--- config.mk ---
export PLATFORM = sky130hd
export DESIGN_NAME = rx_descrambler_unpack
export DESIGN_NICKNAME = d
export VERILOG_FILES = /design/src/rtl/rx_pkg.sv /design/src/rtl/scrambler_lfsr7.sv /design/src/rtl/rx_descrambler_unpack.sv
export SDC_FILE = /design/constraint.sdc
export NUM_CORES = 1
export LEC_CHECK = 0
export ABC_AREA = 0
export CORE_AREA = 8 8 106 108
export DETAILED_ROUTE_END_ITERATION = 10
export DIE_AREA = 0 0 114 116
export HOLD_SLACK_MARGIN = 0.15
export SLEW_MARGIN = 20
export SYNTH_ARGS = -nofsm -noshare
export SYNTH_HDL_FRONTEND = slang
export SYNTH_SLANG_ARGS = --single-unit
--- constraint.sdc ---
create_clock -name Clk -period 3.17 [get_ports Clk]
set_clock_uncertainty 0.05 [all_clocks]
set_input_delay 0.634 -clock Clk [delete_from_list [all_inputs] [get_ports Clk]]
set_output_delay 0.634 -clock Clk [all_outputs]
set_load 0.005 [all_outputs]
--- src/rtl/rx_pkg.sv ---
`default_nettype none
// ============================================================================
// Module      : rx_pkg
// Description : Shared definitions for the receive descrambler/unpacker and
//               the 7-bit 802.11a scrambler LFSR: FSM state encoding, SERVICE
//               field geometry and LFSR tap positions.
// Revision    : 1.0 - initial release
// ============================================================================
package rx_pkg;

  // DRAIN is reserved and behaves exactly like DONE.
  typedef enum logic [2:0] {
    ST_IDLE    = 3'd0,
    ST_SEED    = 3'd1,
    ST_SERVICE = 3'd2,
    ST_DATA    = 3'd3,
    ST_DRAIN   = 3'd4,
    ST_DONE    = 3'd5
  } rx_state_e;

  localparam int SERVICE_BITS = 16;
  localparam int SEED_BITS    = 7;

  // Polynomial x^7 + x^4 + 1: feedback is S[6] ^ S[3].
  localparam int LFSR_TAP_HI  = 6;
  localparam int LFSR_TAP_LO  = 3;

endpackage
`default_nettype wire

--- src/rtl/scrambler_lfsr7.sv ---
`default_nettype none
// ============================================================================
// Module      : scrambler_lfsr7
// Description : 7-bit 802.11a scrambler/descrambler LFSR (x^7 + x^4 + 1).
//               LoadMode=1 : S <= {S[5:0], BitIn}, BitOut = BitIn (seed load)
//               LoadMode=0 : S <= {S[5:0], f},     BitOut = BitIn ^ f
//               where f = S[6] ^ S[3]. State only moves when Advance=1.
// Ports       : Clk, Reset (sync, active-high clear), LoadMode, Advance,
//               BitIn, BitOut (combinational), State (registered S[6:0]).
// Revision    : 1.0 - initial release
// ============================================================================
module scrambler_lfsr7
  import rx_pkg::*;
(
  input  logic       Clk,
  input  logic       Reset,
  input  logic       LoadMode,
  input  logic       Advance,
  input  logic       BitIn,
  output logic       BitOut,
  output logic [6:0] State
);

  logic [6:0] s_q;
  logic [6:0] s_d;
  logic       fb;

  always_comb begin
    fb     = s_q[LFSR_TAP_HI] ^ s_q[LFSR_TAP_LO];
    s_d    = s_q;
    BitOut = LoadMode ? BitIn : (BitIn ^ fb);
    if (Advance) begin
      s_d = {s_q[5:0], (LoadMode ? BitIn : fb)};
    end
  end

  always_ff @(posedge Clk) begin
    if (Reset) begin
      s_q <= '0;
    end else begin
      s_q <= s_d;
    end
  end

  assign State = s_q;

endmodule
`default_nettype wire

--- src/rtl/rx_descrambler_unpack.sv ---
`default_nettype none
// ============================================================================
// Module      : rx_descrambler_unpack
// Description : Sits after the Viterbi decoder. Recovers the scrambler seed
//               from the first 7 SERVICE bits, descrambles the remainder,
//               checks the reserved SERVICE bits, drops SERVICE and tail/pad,
//               and packs PSDU bits into bytes (first bit = LSB).
// Ports       : Clk, Reset (sync, active-high), Start (frame enable level),
//               BitIn/BitValid (decoder output), PsduLength (bytes, sampled
//               on first accepted bit), DataOut/DataValid (byte strobe),
//               Done (level), SeedOut (recovered seed), SeedErr (sticky).
// Revision    : 1.0 - initial release
// ============================================================================
module rx_descrambler_unpack
  import rx_pkg::*;
#(
  parameter int LEN_W        = 12,
  parameter int SERVICE_BITS = 16
) (
  input  logic             Clk,
  input  logic             Reset,
  input  logic             Start,
  input  logic             BitIn,
  input  logic             BitValid,
  input  logic [LEN_W-1:0] PsduLength,
  output logic [7:0]       DataOut,
  output logic             DataValid,
  output logic             Done,
  output logic [6:0]       SeedOut,
  output logic             SeedErr
);

  localparam int BC_W = $clog2(SERVICE_BITS + 1);

  rx_state_e        state_q, state_d;
  logic [BC_W-1:0]  bitcnt_q, bitcnt_d;
  logic [2:0]       bitpos_q, bitpos_d;
  logic [LEN_W-1:0] bytecnt_q, bytecnt_d;
  logic [LEN_W-1:0] len_q, len_d;
  logic [7:0]       byte_sr_q, byte_sr_d;
  logic [7:0]       data_out_q, data_out_d;
  logic             data_valid_q, data_valid_d;
  logic [6:0]       seed_q, seed_d;
  logic             seed_err_q, seed_err_d;

  logic             clear;
  logic             accept;
  logic             lfsr_load;
  logic             lfsr_adv;
  logic             lfsr_bit;
  logic [6:0]       lfsr_state;
  logic [6:0]       seed_next;
  logic [LEN_W-1:0] bytecnt_inc;

  // Start low behaves exactly like reset, including the LFSR.
  assign clear  = Reset | ~Start;
  assign accept = Start & BitValid;

  scrambler_lfsr7 u_lfsr (
    .Clk      (Clk),
    .Reset    (clear),
    .LoadMode (lfsr_load),
    .Advance  (lfsr_adv),
    .BitIn    (BitIn),
    .BitOut   (lfsr_bit),
    .State    (lfsr_state)
  );

  // LFSR contents after the current seed bit is shifted in.
  assign seed_next   = {lfsr_state[5:0], BitIn};
  assign bytecnt_inc = bytecnt_q + LEN_W'(1);

  always_comb begin
    state_d      = state_q;
    bitcnt_d     = bitcnt_q;
    bitpos_d     = bitpos_q;
    bytecnt_d    = bytecnt_q;
    len_d        = len_q;
    byte_sr_d    = byte_sr_q;
    data_out_d   = data_out_q;
    data_valid_d = 1'b0;
    seed_d       = seed_q;
    seed_err_d   = seed_err_q;
    lfsr_load    = 1'b1;
    lfsr_adv     = 1'b0;

    if (accept) begin
      case (state_q)
        ST_IDLE: begin
          len_d    = PsduLength;
          lfsr_adv = 1'b1;
          bitcnt_d = BC_W'(1);
          state_d  = ST_SEED;
        end

        ST_SEED: begin
          lfsr_adv = 1'b1;
          bitcnt_d = bitcnt_q + BC_W'(1);
          if (bitcnt_q == BC_W'(SEED_BITS - 1)) begin
            seed_d = seed_next;
            if (seed_next == 7'd0) begin
              seed_err_d = 1'b1;
            end
            state_d = ST_SERVICE;
          end
        end

        ST_SERVICE: begin
          lfsr_load = 1'b0;
          lfsr_adv  = 1'b1;
          bitcnt_d  = bitcnt_q + BC_W'(1);
          // Reserved SERVICE bits must descramble to zero.
          if (lfsr_bit) begin
            seed_err_d = 1'b1;
          end
          if (bitcnt_q == BC_W'(SERVICE_BITS - 1)) begin
            state_d = (len_q == '0) ? ST_DONE : ST_DATA;
          end
        end

        ST_DATA: begin
          lfsr_load           = 1'b0;
          lfsr_adv            = 1'b1;
          byte_sr_d[bitpos_q] = lfsr_bit;
          bitpos_d            = bitpos_q + 3'd1;
          if (bitpos_q == 3'd7) begin
            data_out_d   = {lfsr_bit, byte_sr_q[6:0]};
            data_valid_d = 1'b1;
            bytecnt_d    = bytecnt_inc;
            // bytecnt_q < len_q always holds here, so the increment cannot wrap.
            if (bytecnt_inc == len_q) begin
              state_d = ST_DONE;
            end
          end
        end

        default: begin
          // DONE / DRAIN: tail and pad bits are discarded.
        end
      endcase
    end
  end

  always_ff @(posedge Clk) begin
    if (clear) begin
      state_q      <= ST_IDLE;
      bitcnt_q     <= '0;
      bitpos_q     <= '0;
      bytecnt_q    <= '0;
      len_q        <= '0;
      byte_sr_q    <= '0;
      data_out_q   <= '0;
      data_valid_q <= 1'b0;
      seed_q       <= '0;
      seed_err_q   <= 1'b0;
    end else begin
      state_q      <= state_d;
      bitcnt_q     <= bitcnt_d;
      bitpos_q     <= bitpos_d;
      bytecnt_q    <= bytecnt_d;
      len_q        <= len_d;
      byte_sr_q    <= byte_sr_d;
      data_out_q   <= data_out_d;
      data_valid_q <= data_valid_d;
      seed_q       <= seed_d;
      seed_err_q   <= seed_err_d;
    end
  end

  assign DataOut   = data_out_q;
  assign DataValid = data_valid_q;
  assign Done      = (state_q == ST_DONE) || (state_q == ST_DRAIN);
  assign SeedOut   = seed_q;
  assign SeedErr   = seed_err_q;

endmodule
`default_nettype wire

==> results.cfg <==
[status]
status = complete, no violations

[global_route]
grt_usage = 0.1246
grt_pass1_wl_mm = 13.31
antenna_found_initial = 0
grt_max_degree = 30
grt_pass1_vias = 2754
overflow = 0

[layout]
final_cell_mix = 66 x dfxtp_1, 65 x nor2_1, 51 x nand2_1
layout-drive-gt1-share = 0.06061
multi_input_area_sq_um = 1769
antenna_cells = 0
area_growth_pct = 20.01
fin_nets = 448
seq_area_sq_um = 1321
final_common_cell = dfxtp_1
n_fill_cell = 1006

[timing]
min_period_over_period = 0.8453
period_needed_ns = 2.680
finalSetupTns_ns = 0
drv_slew = 0
slew_headroom = 0.5054
setup_viol = 0
max_freq_ghz = 0.3732
finalHoldViolations = 0
tightest_slew_ns = 0.7365
rsz0062_at_grt = no
holdWs_ns = 0.4096

[cts]
cts.sinks = 66
cts_buffers = 9
ctsResizeCount = 0
hold_buffers = 0
postCtsSetupBuffers = 0
htree_levels = 3
cts_buffer_depth = 2
insertion_delay_ns = 0.33
cts-root-buf = clkbuf_8
cts_tree = built
clk_pin_slew_worst_paths_ns = 0.07

[yosys]
synth_edf_count = 0
syn_inst = 398
syn_avg_cell_area_sq_um = 8.186
yosysUniqueCellTypes = 51
synth_nets = 421
yosysWarnings = 0
ys.flop_type = dfxtp_1
netlist_area_sq_um = 3258
synth_seq_cells = 66
ys_seq_area_frac = 0.4055
ys_async_sr_fraction = 0

[power]
swShare = 0.2141
peakVddDrop_mv = 0.1662
netSwitchingPower_uw = 371.4
power_per_cell_area_nw_per_um2 = 443.7
pwr-share-seq = 0.486
clockPowerShare = 0.457
p_int_uw = 1363
power_frac_comb = 0.058
leakage_uw = 0.001379

[detailed_routing]
drt_wl_total_mm = 7.781
via_per_inst = 4.918
route.vias.total = 2764
wl_per_cell_microns = 13.85
drt_iter0_drc = 168
final_antenna_net_count = 0
first_pass_iters = 4
drc = 0

[setup_path]
crit_arrival_ns = 2.86
slowest_delay_ns = 0.52
r2r_setup_slack_ns = 0.49
start_kind = register
crit_top_cell = or4_1
crit_type = register to register
cp_max_fo = 10
crit_chain = ha_1 -> and3_2 -> a21oi_1 -> or4_1 -> or4_1 -> o31a_1
required_ns = 3.35
crit_family = simple AND/OR/NAND/NOR gates
end_kind = register
path_buf_inv = 0
crit_slowest_cell = or4_1

[floorplanning]
die_h_microns = 116
core_area_sq_um = 9549
ios = 35
rows = 36
initial_core_util = 0.3412
die-area_sq_um = 13220
dieWidth_microns = 114

[worst_hold_path]
hold_path.class = register to register

[run]
drv_cap = 0

[placement]
gp_congestion = 0.8227
port_buffers = 34
hpwlAfterDp_mm = 5.421
[flip-flops by register name (all words and copies together) (netlist names)]
register,cells
bitpos_q,3
byte_sr_q,7
SeedErr,1
len_q,12
bitcnt_q,5
DataOut,8
SeedOut,7
DataValid,1
bytecnt_q,12
u_lfsr.State,7
state_q,3
[kinds of logic after synthesis]
group,Yosys count,synth area share
adders and majority gates,8,0.02919
DFF,66,0.4055
muxes,24,0.07373
AOI/OAI and AO/OA,65,0.1248
and+or+nand+nor,176,0.2458
xor gates and xnor gates,25,0.06720
buffers and inverters,34,0.05376
[tightest hold or removal path: stages, from the launching register on]
cell     delay, ns
dfxtp_1       0.31
nand2_1       0.05
a21oi_1       0.05
[power groups by stage]
| stage | sequential (uW) | combinational (uW) | clock [uW] |
|---|---|---|---|
| finish | 843 | 99.8 | 792 |
| global route | 843 | 110 | 850 |
| detailed placement | 862 | 99.6 | 0 |
| global placement | 862 | 98.5 | 0 |
| CTS | 843 | 101 | 814 |
| floorplan | 857 | 60.6 | 0 |
[routing by layer]
metal,part of all wire,global-route usage
met1,0.50,0.1623
met2,0.44,0.1901
met3,0.037,0.02501
met4,0.015,0.06655
met5,0,0
[cells in the mapped netlist, types with 2 or more instances]
cell type | instances | area share
inv_1 | 7 | 0.0081
xnor2_1 | 13 | 0.035
clkbuf_1 | 15 | 0.017
or4_1 | 2 | 0.0046
o211ai_1 | 3 | 0.0069
nand4_1 | 5 | 0.0096
buf_1 | 3 | 0.0035
a21oi_1 | 30 | 0.046
o21ai_0 | 9 | 0.014
a222oi_1 | 2 | 0.0061
buf_6 | 5 | 0.017
buf_4 | 2 | 0.0046
and3_1 | 3 | 0.0058
or3_1 | 3 | 0.0058
dfxtp_1 | 66 | 0.41
nor2_1 | 65 | 0.075
a221oi_1 | 2 | 0.0054
nor4_1 | 5 | 0.0096
ha_1 | 6 | 0.023
maj3_1 | 2 | 0.0061
a31oi_1 | 4 | 0.0077
nor2b_1 | 2 | 0.0038
nand3_1 | 9 | 0.014
a41oi_1 | 2 | 0.0054
o31ai_1 | 2 | 0.0046
nand2b_1 | 5 | 0.0096
nor3_1 | 17 | 0.026
xor2_1 | 12 | 0.032
o21a_1 | 2 | 0.0046
nand2_1 | 51 | 0.059
mux2i_1 | 24 | 0.074
[path summary, 6_finish.rpt]
kind,start,end,cells after the start
max,bytecnt_q[0]$_SDFFE_PP0P_,state_q[1]$_SDFFE_PP0P_,6
min,byte_sr_q[1]$_SDFFE_PP0P_,DataOut[1]$_SDFFE_PP0P_,2
max reg2reg,bytecnt_q[0]$_SDFFE_PP0P_,state_q[1]$_SDFFE_PP0P_,6
min reg2reg,byte_sr_q[1]$_SDFFE_PP0P_,DataOut[1]$_SDFFE_PP0P_,2
[stage by stage]
step	power [uW]	utilization	area (sq um)	setup WS, ns	std cells
5_1_grt	1803	0.4095	3910	0.3599	562
3_3_place_gp	960.1	0.3865	3691	0.4985	547
2_1_floorplan	918.0	-	3258	0.7064	398
6_report	1735	0.4095	3910	0.4903	562
4_1_cts	1757	0.4095	3910	0.4919	562
3_5_place_dp	961.3	0.3865	3691	0.4360	547
[cell type report]
type	count	area share
clock buffers	13	0.04064
inverters	7	0.006720
well taps	133	0.04256
flip-flops and latches	66	0.3379
repair buffers	43	0.1043
multi-input cells	298	0.4525
clock inverters	2	0.01536
Power figures use the tool's default switching activity.
